[src/rtl/dcache_refill_responder.sv]
// Refill responder: queues line-refill reads and returns each line as BEATS tagged beats
// from a 1-cycle-latency word memory. Define CACHED_REGION_CHECK_EN to error out-of-region lines.
module dcache_refill_responder #(
  parameter int ADDR_WIDTH = 64,
  parameter int DATA_WIDTH = 64,
  parameter int LINE_WIDTH = 128,
  parameter int TID_WIDTH  = 4,
  parameter int REQ_DEPTH  = 4,
  parameter int MEM_AW     = 16,
  parameter logic [ADDR_WIDTH-1:0] CACHED_BASE = 64'h8000_0000,
  parameter logic [ADDR_WIDTH-1:0] CACHED_LEN  = 64'h4000_0000
) (
  input  logic                  clk_i,
  input  logic                  rst_ni,
  input  logic                  req_valid_i,
  output logic                  req_ready_o,
  input  logic [ADDR_WIDTH-1:0] req_addr_i,
  input  logic [TID_WIDTH-1:0]  req_tid_i,
  output logic                  resp_valid_o,
  input  logic                  resp_ready_i,
  output logic [DATA_WIDTH-1:0] resp_data_o,
  output logic [TID_WIDTH-1:0]  resp_tid_o,
  output logic                  resp_last_o,
  output logic                  resp_error_o,
  output logic                  mem_req_o,
  output logic [MEM_AW-1:0]     mem_addr_o,
  input  logic [DATA_WIDTH-1:0] mem_rdata_i,
  output logic                  busy_o
);
  localparam int BEATS  = LINE_WIDTH / DATA_WIDTH;
  localparam int BEAT_W = (BEATS > 1) ? $clog2(BEATS) : 1;
  localparam int PTR_W  = $clog2(REQ_DEPTH);
  localparam int WOFF   = $clog2(DATA_WIDTH / 8);
  localparam logic [ADDR_WIDTH-1:0] LINE_MASK = ~ADDR_WIDTH'(LINE_WIDTH / 8 - 1);

  localparam logic [1:0] IDLE = 2'd0;
  localparam logic [1:0] RD   = 2'd1;
  localparam logic [1:0] CAP  = 2'd2;
  localparam logic [1:0] SEND = 2'd3;

  typedef struct packed {
    logic [ADDR_WIDTH-1:0] addr;
    logic [TID_WIDTH-1:0]  tid;
  } req_t;

  req_t                  fifo_q [REQ_DEPTH];
  logic [PTR_W-1:0]      wr_ptr_q, rd_ptr_q;
  logic [PTR_W:0]        cnt_q;
  logic [1:0]            state_q;
  logic [BEAT_W-1:0]     beat_q;
  logic [DATA_WIDTH-1:0] data_q;
  logic                  err_q;

  logic                  full, empty, push, pop, sending, last_beat, err_head;
  req_t                  head;
  logic [ADDR_WIDTH-1:0] line_addr;

  assign full      = (cnt_q == (PTR_W+1)'(REQ_DEPTH));
  assign empty     = (cnt_q == '0);
  assign head      = fifo_q[rd_ptr_q];
  assign line_addr = head.addr & LINE_MASK;
  assign sending   = (state_q == SEND);
  assign last_beat = (beat_q == BEAT_W'(BEATS - 1));
  assign push      = req_valid_i && req_ready_o;
  assign pop       = sending && resp_ready_i && last_beat;

`ifdef CACHED_REGION_CHECK_EN
  logic [ADDR_WIDTH:0] region_end;
  assign region_end = {1'b0, CACHED_BASE} + {1'b0, CACHED_LEN};
  assign err_head   = !((line_addr >= CACHED_BASE) && ({1'b0, line_addr} < region_end));
`else
  assign err_head   = 1'b0;
`endif

  // Storage needs no reset: entries are only read once cnt_q says they were written.
  always_ff @(posedge clk_i) begin
    if (push) fifo_q[wr_ptr_q] <= '{addr: req_addr_i, tid: req_tid_i};
  end

  always_ff @(posedge clk_i) begin
    if (!rst_ni) begin
      wr_ptr_q <= '0;
      rd_ptr_q <= '0;
      cnt_q    <= '0;
    end else begin
      if (push) wr_ptr_q <= wr_ptr_q + 1'b1;
      if (pop)  rd_ptr_q <= rd_ptr_q + 1'b1;
      cnt_q <= cnt_q + (PTR_W+1)'(push) - (PTR_W+1)'(pop);
    end
  end

  always_ff @(posedge clk_i) begin
    if (!rst_ni) begin
      state_q <= IDLE;
      beat_q  <= '0;
      data_q  <= '0;
      err_q   <= 1'b0;
    end else begin
      case (state_q)
        IDLE: if (!empty) begin
          beat_q <= '0;
          if (err_head) begin
            // Out-of-region line: a single zero-data error beat, no memory access.
            state_q <= SEND;
            err_q   <= 1'b1;
            data_q  <= '0;
            beat_q  <= BEAT_W'(BEATS - 1);
          end else begin
            state_q <= RD;
            err_q   <= 1'b0;
          end
        end
        RD:  state_q <= CAP;
        CAP: begin
          data_q  <= mem_rdata_i;
          state_q <= SEND;
        end
        SEND: if (resp_ready_i) begin
          if (last_beat) begin
            state_q <= IDLE;
            err_q   <= 1'b0;
          end else begin
            beat_q  <= beat_q + 1'b1;
            state_q <= RD;
          end
        end
        default: state_q <= IDLE;
      endcase
    end
  end

  assign req_ready_o  = rst_ni && !full;
  assign resp_valid_o = sending;
  assign resp_data_o  = sending ? data_q : '0;
  assign resp_tid_o   = sending ? head.tid : '0;
  assign resp_last_o  = sending && last_beat;
  assign resp_error_o = sending && err_q;
  assign mem_req_o    = (state_q == RD);
  assign mem_addr_o   = mem_req_o ? MEM_AW'((line_addr >> WOFF) + ADDR_WIDTH'(beat_q)) : '0;
  assign busy_o       = !empty || (state_q != IDLE);
endmodule

[config.mk]
export PLATFORM = sky130hd
export DESIGN_NAME = dcache_refill_responder
export DESIGN_NICKNAME = d
export VERILOG_FILES = /design/src/rtl/dcache_refill_responder.sv
export SDC_FILE = /design/constraint.sdc
export NUM_CORES = 1
export LEC_CHECK = 0
export BUFFER_PORTS_ARGS = -buffer_cell sky130_fd_sc_hd__buf_2
export CORE_ASPECT_RATIO = 1.5
export CORE_MARGIN = 3
export CORE_UTILIZATION = 45
export CTS_CLUSTER_DIAMETER = 120
export CTS_CLUSTER_SIZE = 25
export DETAILED_ROUTE_END_ITERATION = 16
export GPL_ROUTABILITY_DRIVEN = 0
export PLACE_DENSITY = 0.73
export SETUP_SLACK_MARGIN = 0.5
export SYNTH_ARGS = -nofsm -noshare
export SYNTH_HDL_FRONTEND = slang
export SYNTH_SLANG_ARGS = --single-unit
[constraint.sdc]
create_clock -name clk_i -period 4.1 [get_ports clk_i]
set_input_delay 0.205 -clock clk_i [delete_from_list [all_inputs] [get_ports clk_i]]
set_output_delay 0.205 -clock clk_i [all_outputs]
set_load 0.02 [all_outputs]
# Word-level counts from Yosys, hierarchy flattened
# Memory sizes are Yosys's and may differ from the RTL's. A register that Yosys moved wholly into a read port is not among the register bits.
# Cells that the tools add are included.
# W data, S select, Z words.
# word_totals
input_bits	136
reg_bits	75
ramBits	272
output_inout_bits	90
memories	1
word_cells	55
# op_classes
muxes	18
addsub	6
eq_ne	7
reduce_logical	16
# memory_table
name	depth	width	rd	rd_clocked_by_memory_dff	wr	line_no	rtl
fifo_q	4	68	1	1	1	46	req_t fifo_q [REQ_DEPTH];
# ops
cell	count
$mux W64	1
$add A16 B1 Y16	1
$mux W16	1
$mux W1	8
$mux W2	4
$pmux W2 S4	1
$logic_and A1 B1 Y1	6
$ne A2 B2 Y1 const B	3
$add A2 B1 Y2 const B	2
$eq A2 B2 Y1 const B	2
$mux W4	1
$pmux W1 S2	2
$reduce_and A4 Y1	1
$reduce_bool A2 Y1	2
$add A3 B1 Y3	1
$eq A3 B3 Y1 const B	1
$logic_not A3 Y1	1
$reduce_and A3 Y1	1
$sub A3 B1 Y3	1
$eq A2 B1 Y1 const B	1
$logic_not A1 Y1	2
$logic_not A2 Y1	1
$reduce_and A2 Y1	1
$add A1 B1 Y1 const B	1
$logic_or A1 B1 Y1	1

# Longest topological paths before layout
# Gate-level depths: netlist of run 1.
# depth
ltp_word	6
mapped_depth	9
ltp_nobuf	9

# Worst setup path before layout of run 1
# Ideal clock, no wire load.
# synth_timing
kind	reg2reg
start	register state_q[1]
end	register cnt_q[1]
stages_incl_launch_ff	9
n_path_buf	1
required_time_ns	3.985
path_slack_ns	1.874
t_arrival_ns	2.111
synth_period_minus_slack_ns	2.226
setup_time_ns	0.115
cell_sequence	dfxtp_1 ha_1 clkbuf_1 and3_1 ha_1 inv_1 ha_1 fa_1 and2_1
# synth_between
elab_chain_len	4
# synth_rtl
element	line_no	rtl
start, declared	49	logic [1:0] state_q;
start signal, assigned	94	state_q <= IDLE;
start signal, assigned	104	state_q <= SEND;
start signal, assigned	109	state_q <= RD;
$eq A2 B2 Y1	62	assign sending = (state_q == SEND);
via resp_valid_o	19	output logic resp_valid_o,
$logic_and A1 B1 Y1 (2 in series)	65	assign pop = sending && resp_ready_i && last_beat;
via pop	54	logic full, empty, push, pop, sending, last_beat, err_head;
$sub A3 B1 Y3	88	cnt_q <= cnt_q + (PTR_W+1)'(push) - (PTR_W+1)'(pop);
end signal, assigned	88	
end, declared	48	logic [PTR_W:0] cnt_q;
# The timed path passes the listed nets, and every way through them passes these cells.
# A chain may end at the register's enable or synchronous reset.

==> results.toml, run 1 <==
[floorplanning]
die_x_um = 102.4
core_area_mm2 = 0.01360
dieArea_mm2 = 0.01542
die_h_um = 150.6
fp-row-count = 52
io_pins = 226
start_util_pct = 46.12

[yosys]
synthArstFlopShare_pct = 0
synth_edf_count = 76
synth_seq_cells = 152
synth_top_area_share_pct = 36.39
synth_area_mm2 = 0.006271
ys_warn_count = 0
syn_nets = 622
synth_area_leaders = "edfxtp_1 36%, dfxtp_1 24%, mux2i_1 11%"
ys_seq_area_share_pct = 60.65
synthCells = 474
synth.most_common_cell = "and2_1"
synth_area_leader_cell = "edfxtp_1"
ys.flop_type = "edfxtp_1"
synth_common_cells = "91 x and2_1, 76 x dfxtp_1, 76 x edfxtp_1"
syn_area_per_cell_um2 = 13.23
synthDistinctLibCells = 32

[setup_path]
crit_path_start_kind = "flip-flop"
worstPathRequired_ps = 3890
crit_arrival_ps = 2080
r2r-start = "cnt_q[1]"
crit_path_end_kind = "output pin"
crit_fanout = 19
crit_type = "reg -> out"

[drt]
post_drt_wl_per_cell_um = 15.88
drtIter0Drc = 75
first_pass_iters = 4
num_vias = 4184
ant_nets = 0
drc = 0
vias_per_cell = 4.999
routed_wl_um = 13290

[sta]
slew_viol_final = 0
rsz0062_at_grt = "false"
hold_viol_final = 0
layout_setup_ws_ps = 1812
relSlewSlack_pct = 30.79
fmax_mhz = 437.0
min_period_over_period_pct = 55.81
finalSetupTns_ps = 0
worst_pin_slew_ps = 1038
skew_ps = 11.93
fin_crit_ps = 2288
finalSetupViolations = 0
worst_hold_slack_ps = 25.37

[clock_tree]
path_clk_slew_ps = 70
cts_tree = "done"
cts_resized = 0
htree_levels = 4
cts_sinks = 152
cts_inserted_buffers = 17
clock_latency_ps = 410
clock_path_buffers = 2
root_buffer = "clkbuf_16"

[power]
peakVddDrop_uv = 304.3
p_seq_share_pct = 44.1
switching_share_pct = 29.67
pwr-share-clk_pct = 36.2
intPower_uw = 2937
power_per_cell_area_mw_per_mm2 = 520.8
pwr-share-comb_pct = 19.7
leakage_uw = 0.003318
power.total_uw = 4175
p_sw_uw = 1239

[finish]
fin_nets = 810
diodes = 0
syn_to_final_growth_pct = 27.83
final_util_pct = 58.95
drive_gt1_share_pct = 33.48

[grt]
grt_max_degree = 75
grt-ovfl-total = 0
antenna_found_initial = 0
grt_pass1_vias = 4193
grt_pass1_wl_um = 20490
grt_usage_pct = 17.22

[worst_hold_path]
timing.hold.worst.start = "req_addr_i[6]"
hold_class = "in -> reg"

[placed_design]
dp_slack_ps = 1827
dp_hpwl_um = 8774
port_buffers = 175

[status]
outcome = "finished clean"

[run]
maxCapViolations = 0
[repair_timing]
action | in CTS | in global routing
setup buffers | 0 | 0
hold endpoints to repair | 67 | 0
hold buffers | 18 | 0
[kinds of logic after synthesis]
logic type / Yosys count / synth area share [%]
AO/OA/AOI/OAI: 10 / 1.137
XOR/XNOR: 4 / 0.5588
adder cells (fa/ha/maj): 12 / 2.514
buffers and inverters: 42 / 3.133
flip-flops: 152 / 60.65
multiplexers: 85 / 17.90
other: 1 / 0.05980
AND/OR/NAND/NOR: 168 / 14.05
[through the flow]
stage	instance area (um^2)	cells
after floorplan	6271	474
after global placement	7251	787
after detailed placement	7251	787
after CTS	8016	837
after global routing	8016	837
final	8016	837
[metal layers]
metal  track usage [%]  vias up  part of all wire (%)
met5                 0        -                     0
met4             5.647        0                   1.2
met3             5.285       17                   7.1
met2             29.52      157                    50
met1             20.43     1992                    41
li1                  -     2018                     -
[flip-flops by register name, summed over array words and instances (netlist names), named ones only]
name,cells
beat_q,1
cnt_q,3
data_q,64
fifo_q,76
rd_ptr_q,2
state_q,2
wr_ptr_q,2
[layout by cell type (no fill, tap or decap), drive strengths merged, types with 2 or more instances in the layout]
cell type / n
mux4: 19
and2: 91
edfxtp: 76
clkinvlp: 3
buf: 179
clkinv: 4
xnor2: 3
ha: 11
inv: 22
nand2: 2
clkbuf: 17
dfxtp: 76
a21oi: 3
nor2: 70
dlygate4sd3: 18
mux2i: 66
o21ai: 2
[final timing paths]
kind	end	slack, ps	cells after the start
setup / recovery	mem_addr_o[1]	1810	3
setup reg to reg	cnt_q[2]	1820	9
hold reg to reg	data_q[3]	480	2
hold / removal	fifo_q[1][10]	30	1
[critical path: stages (launching register included)]
cell     delay, ps
dfxtp_1        890
mux4_1         450
and2_1         180
buf_2          150
[area by class of cell]
cell class,instances,area (um^2)
Clock buffer,17,425.4
Clock inverter,15,160.2
Fill cell,1086,5582
Inverter,14,52.55
Multi-Input combinational cell,280,2286
Sequential cell,152,3804
Tap cell,162,202.7
Timing Repair Buffer,197,1086
[power groups by stage]
stage | Clock [uW] | Sequential, uW | Combinational (uW)
2_1_floorplan | 0 | 1840 | 599
3_3_place_gp | 0 | 1860 | 789
3_5_place_dp | 0 | 1870 | 816
4_1_cts | 1550 | 1840 | 833
5_1_grt | 1610 | 1860 | 906
6_report | 1510 | 1840 | 824
Note: power is estimated with default switching activity, not from simulation.
==> run 2: changes to the inputs <==
--- a/config.mk
+++ b/config.mk
@@ -5,6 +5,7 @@
 export SDC_FILE = /design/constraint.sdc
 export NUM_CORES = 1
 export LEC_CHECK = 0
+export ABC_AREA = 1
 export BUFFER_PORTS_ARGS = -buffer_cell sky130_fd_sc_hd__buf_2
 export CORE_ASPECT_RATIO = 1.5
 export CORE_MARGIN = 3
@@ -13,7 +14,7 @@
 export CTS_CLUSTER_SIZE = 25
 export DETAILED_ROUTE_END_ITERATION = 16
 export GPL_ROUTABILITY_DRIVEN = 0
-export PLACE_DENSITY = 0.73
+export PLACE_DENSITY = 0.72
 export SETUP_SLACK_MARGIN = 0.5
 export SYNTH_ARGS = -nofsm -noshare
 export SYNTH_HDL_FRONTEND = slang
==> constraint.sdc (replaced) <==
create_clock -name clk_i -period 2.3 [get_ports clk_i]
set_input_delay 0.115 -clock clk_i [delete_from_list [all_inputs] [get_ports clk_i]]
set_output_delay 0.115 -clock clk_i [all_outputs]
set_load 0.02 [all_outputs]
==> run 2 against run 1 <==
Final area increased by 17%; clock skew shrank 2.3 ps; sequential share of layout area down 6.6 points; utilization increased by 9.5 points; combinational power rose by 140%; setup slack worse by 1300 ps; first-iteration DRC count grew to 3.6 times the previous value; critical path depth is 3 higher; cell count rose by 41%; critical path type unchanged; critical endpoint is now mem_addr_o[3]; highest routed layer unchanged.
==> results.toml, run 2 <==
[floorplanning]
fp-row-count = 52
io_pins = 226
die_h_um = 151.8
core_area_mm2 = 0.01366
dieArea_mm2 = 0.01567
start_util_pct = 46.68
die_x_um = 103.2

[yosys]
synth_top_area_share_pct = 35.79
synth_area_leaders = "edfxtp_1 36%, dfxtp_1 24%, nor2_1 13%"
ys_warn_count = 0
synth_seq_cells = 152
synthCells = 741
synth_area_leader_cell = "edfxtp_1"
ys_seq_area_share_pct = 59.64
synthDistinctLibCells = 22
synth_area_mm2 = 0.006377
synth_edf_count = 76
synthArstFlopShare_pct = 0
ys.flop_type = "edfxtp_1"
synth_common_cells = "214 x nor2_1, 91 x inv_1, 84 x nand2_1, 84 x o21ai_0"
synth.most_common_cell = "nor2_1"
syn_area_per_cell_um2 = 8.606
syn_nets = 889

[sta]
fin_crit_ps = 1831
layout_setup_ws_ps = 468.6
worst_hold_slack_ps = 30.00
min_period_over_period_pct = 79.62
rsz0062_at_grt = "true"
worst_pin_slew_ps = 633.4
finalSetupTns_ps = 0
slew_viol_final = 0
hold_viol_final = 0
fmax_mhz = 546.0
finalSetupViolations = 0
skew_ps = 9.607
relSlewSlack_pct = 57.78

[status]
outcome = "finished clean"

[clock_tree]
path_clk_slew_ps = 60
cts_tree = "done"
clock_latency_ps = 410
root_buffer = "clkbuf_16"
htree_levels = 4
cts_inserted_buffers = 17
clock_path_buffers = 2
cts_sinks = 152

[finish]
fin_nets = 1152
diodes = 0
reg.largest.list = "fifo_q x76, data_q x64, cnt_q x3"
drive_gt1_share_pct = 27.53
largest_reg_flops = 76
top_register = "fifo_q"
mostFrequentLayoutCells = "204 x nor2_1, 157 x buf_2, 86 x inv_1, 84 x dlygate4sd3_1, 83 x nand2_1"
final_util_pct = 68.41
layout_commonest_cell = "nor2_1"
syn_to_final_growth_pct = 46.56

[drt]
num_vias = 5831
drc = 0
first_pass_iters = 5
drtIter0Drc = 269
ant_nets = 0
post_drt_wl_per_cell_um = 15.24
routed_wl_um = 17960
vias_per_cell = 4.946

[power]
peakVddDrop_uv = 503.1
leakage_uw = 0.004590
p_seq_share_pct = 42.2
power.total_uw = 8293
switching_share_pct = 31.20
pwr-share-comb_pct = 23.9
power_per_cell_area_mw_per_mm2 = 887.3
pwr-share-clk_pct = 34.0
p_sw_uw = 2588
intPower_uw = 5705

[placed_design]
dp_hpwl_um = 9576
dp_slack_ps = 402.6
port_buffers = 175

[grt]
grt_pass1_vias = 5779
grt-ovfl-total = 0
grt_max_degree = 72
grt_pass1_wl_um = 26700
antenna_found_initial = 0
grt_usage_pct = 21.51

[run]
maxCapViolations = 0

[setup_path]
cp_slowest_stage_delay_ps = 470
critPathTopFamily = "flip-flops"
crit_arrival_ps = 1720
crit_path_end_kind = "output pin"
path_buf_inv = 2
path_cells = "clkbuf_16 -> nor2_1 -> nor2_1 -> o21ai_1 -> a21oi_1 -> buf_4"
cpMaxStageDelayCell = "dfxtp_4"
crit_top_cell = "nor2_1"
worstPathRequired_ps = 2180
crit_path_start_kind = "flip-flop"
crit_type = "reg -> out"
crit_fanout = 7

[worst_hold_path]
hold_class = "in -> reg"
## run 2: worst reg2reg max path, cell delays in order (launching register included)
cell and delay, ps:
dfxtp_4 370, ha_4 180, nand3_4 90, inv_4 40, ha_4 250, inv_2 40, ha_4 150, fa_2 510
nand2_1 50, inv_1 70
## run 2: layout make-up
class	instances	area, um^2
Clock inverter	15	178.9
Sequential cell	152	3821
Inverter	94	366.6
Timing Repair Buffer	286	2171
Clock buffer	17	425.4
Fill cell	1005	4317
Tap cell	162	202.7
Multi-Input combinational cell	453	2181
## run 2: power groups by stage
stage	logic, uW	clock network (uW)	registers, uW
2_1_floorplan	1130	0	3490
3_3_place_gp	1570	0	3520
3_5_place_dp	1600	0	3540
4_1_cts	1850	2880	3490
5_1_grt	2200	2990	3550
6_report	1980	2820	3500
## run 2: repair_timing
item                                    in CTS  in global routing
endpoints found under the setup margin      79                 76
resized for setup                           33                 54
hold buffers                                84                  0
buffers inserted                             7                  3
hold endpoints to repair                   141                  0
pin swaps                                    3                 16
gates cloned                                 2                  4
## run 2: metal layers
layer / routed length [um] / vias to the layer above / GRT usage [%] / share of wire (%)
met2: 9843 / 215 / 38.84 / 55
li1: - / 2854 / - / -
met4: 446 / 0 / 8.765 / 2.5
met1: 6682 / 2721 / 22.59 / 37
met5: 0 / - / 0 / 0
met3: 991 / 41 / 6.284 / 5.5
## run 2: metrics by stage
| stage | area (um^2) | std cells |
|---|---|---|
| floorplan | 6419 | 741 |
| global placement | 7380 | 1047 |
| detailed placement | 7380 | 1047 |
| CTS | 9079 | 1172 |
| global route | 9346 | 1179 |
| finish | 9346 | 1179 |
## run 2: logic make-up after synthesis
logic type	synth area share (%)
compound gates	10.20
xor+xnor	0.1374
other cells	0.05880
buf+inv	8.888
simple gates	18.60
fa+ha+maj	2.472
flops	59.64
## run 2: path summary, 6_finish.rpt
| path | startpoint | to | slack (ps) | depth (start not counted) |
|---|---|---|---|---|
| setup / recovery | flip-flop | mem_addr_o[3] | 470 | 6 |
| hold reg to reg | rd_ptr_q[0] | flip-flop | 490 | 2 |
| hold / removal | resp_ready_i | beat_q | 30 | 3 |
| setup reg to reg | state_q[0] | cnt_q[1] | 490 | 9 |
==> run 3: changes to the inputs <==
--- a/config.mk
+++ b/config.mk
@@ -5,7 +5,7 @@
 export SDC_FILE = /design/constraint.sdc
 export NUM_CORES = 1
 export LEC_CHECK = 0
-export ABC_AREA = 1
+export ABC_AREA = 0
 export BUFFER_PORTS_ARGS = -buffer_cell sky130_fd_sc_hd__buf_2
 export CORE_ASPECT_RATIO = 1.5
 export CORE_MARGIN = 3
@@ -14,7 +14,7 @@
 export CTS_CLUSTER_SIZE = 25
 export DETAILED_ROUTE_END_ITERATION = 16
 export GPL_ROUTABILITY_DRIVEN = 0
-export PLACE_DENSITY = 0.72
+export PLACE_DENSITY = 0.75
 export SETUP_SLACK_MARGIN = 0.5
 export SYNTH_ARGS = -nofsm -noshare
 export SYNTH_HDL_FRONTEND = slang
==> constraint.sdc (replaced) <==
create_clock -name clk_i -period 1.6 [get_ports clk_i]
set_input_delay 0.08 -clock clk_i [delete_from_list [all_inputs] [get_ports clk_i]]
set_output_delay 0.08 -clock clk_i [all_outputs]
set_load 0.02 [all_outputs]
==> run 3 against run 2 <==
The flow now finishes with violations (setup timing); clock skew fell by 2.8 ps; die area fell by 1.6%; register-to-register slack got worse by 780 ps; sequential cell count did not move; sequential power rose by 38%; critical path type unchanged; largest power group is now combinational logic.
==> results.toml, run 3 (same netlist as run 1, synthesis figures left out) <==
[drt]
first_pass_iters = 4
num_vias = 5407
drtIter0Drc = 175
ant_nets = 0
vias_per_cell = 5.375
routed_wl_um = 24210
post_drt_wl_per_cell_um = 24.06
drc = 0

[clock_tree]
path_clk_slew_ps = 60
clock_path_buffers = 2
cts_tree = "done"
cts_sinks = 152
root_buffer = "clkbuf_16"
htree_levels = 4
cts_inserted_buffers = 17
clock_latency_ps = 410

[placed_design]
dp_slack_ps = -250.7
dp.cells = 806
dp_hpwl_um = 9375
port_buffers = 175

[power]
peakVddDrop_uv = 852.7
leakage_uw = 0.004601
power_per_cell_area_mw_per_mm2 = 1227
power.total_uw = 14080

[floorplanning]
die_h_um = 150.6
fp-row-count = 52
dieArea_mm2 = 0.01542
die_x_um = 102.4
core_area_mm2 = 0.01360
io_pins = 226
start_util_pct = 46.12

[worst_hold_path]
hold_class = "in -> reg"

[grt]
globalRouteMet2Util_pct = 52.25
grt_pass1_wl_um = 32380
use_met3_pct = 5.749
busiest_layer = "met2"
grt-ovfl-total = 0
grt_usage_pct = 28.80
grt_max_degree = 71
use_met1_pct = 30.79
antenna_found_initial = 0
grt_pass1_vias = 5713

[setup_path]
crit_arrival_ps = 1830
worstPathRequired_ps = 1520
crit_path_end_kind = "output pin"
endpoint = "mem_addr_o[6]"
r2r.worst_path.cells = 8
crit_type = "reg -> out"
crit_fanout = 7
r2r_slack_ps = -290
timing.rr.end = "cnt_q[1]"
r2r-start = "cnt_q[1]"
crit_path_start_kind = "flip-flop"

[finish]
top_register = "fifo_q"
largest_reg_flops = 76
nFillCells = 564
layout_commonest_cell = "buf_6"
reg.largest.list = "fifo_q x76, data_q x64, cnt_q x3"
instances_no_fill = 1006
fin_nets = 979
diodes = 0
syn_to_final_growth_pct = 82.96
multi_input_area_mm2 = 0.002753
mostFrequentLayoutCells = "114 x buf_6, 90 x and2_4, 90 x buf_2, 83 x dlygate4sd3_1, 76 x edfxtp_1"
drive_gt1_share_pct = 55.57
regArea_mm2 = 0.003820

[status]
violations = "setup timing"
outcome = "complete, but fails checks"

[sta]
layout_setup_ws_ps = -312.7
hold_viol_final = 0
rsz0062_at_grt = "true"
fmax_mhz = 522.8
worst_pin_slew_ps = 782.5
finalSetupViolations = 180
skew_ps = 6.804
slew_viol_final = 0
min_period_over_period_pct = 119.5
fin_crit_ps = 1913
relSlewSlack_pct = 47.83

[run]
maxCapViolations = 0
[run 3: cell type report]
cell class | count | share of cell area [%]
repair buffers | 366 | 35.49
flip-flops and latches | 152 | 33.29
multi-input cells | 280 | 23.99
clock buffers | 20 | 3.806
well taps | 162 | 1.767
clock inverters | 12 | 1.091
inverters | 14 | 0.5671
[run 3: timing repair]
item                                   in CTS  in global routing
gates cloned                               26                  0
endpoints found under the hold margin     140                  0
pin swaps                                  34                  5
hold buffers                               83                  0
setup endpoints to repair                 239                241
buffers inserted                           46                 13
gates resized for setup                   285                 69
[run 3: how the worst min path moves through the flow]
stage	start	to	slack, ps	cells past startpoint
after floorplan	req_tid_i[0]	fifo_q[0][0]	180	0
after global placement	req_addr_i[7]	fifo_q[0][11]	290	1
after detailed placement	req_addr_i[12]	fifo_q[0][16]	300	1
after CTS	rst_ni	cnt_q[0]	40	3
after global routing	resp_ready_i	beat_q	80	3
final	rst_ni	cnt_q[0]	80	3
[run 3: where the power goes]
group / switching, uW / total (uW) / internal [uW] / leakage [uW]
registers: 306 / 4830 / 4530 / 0.00131
logic: 2260 / 5380 / 3120 / 0.00303
clock network: 1580 / 3870 / 2290 / 0.000265
[run 3: worst max-delay path, cell delays in order, from the launching register on]
cell,delay [ps]
dfxtp_4,380
buf_12,110
buf_12,130
mux4_2,520
and2_4,160
buf_6,120
[run 3: metrics by stage]
stage                     cell area (um^2)  hold slack [ps]  utilization (%)  TNS, ps
after global placement                7672            289.6            56.42   -342.2
after global routing                 11470            82.06            84.38   -27820
after CTS                            11110            40.00            81.72   -13490
final                                11470            79.20            84.38   -19270
after floorplan                       6545            178.9                -   -663.3
after detailed placement              7672            295.9            56.42   -596.8
[run 3: metal layers]
layer  share of wire, %  up-vias  wire length, um
met4                6.0        0             1450
met1                 34     2643             8141
li1                   -     2369                -
met5                  0        -                0
met2                 54      301            13160
met3                6.0       94             1460
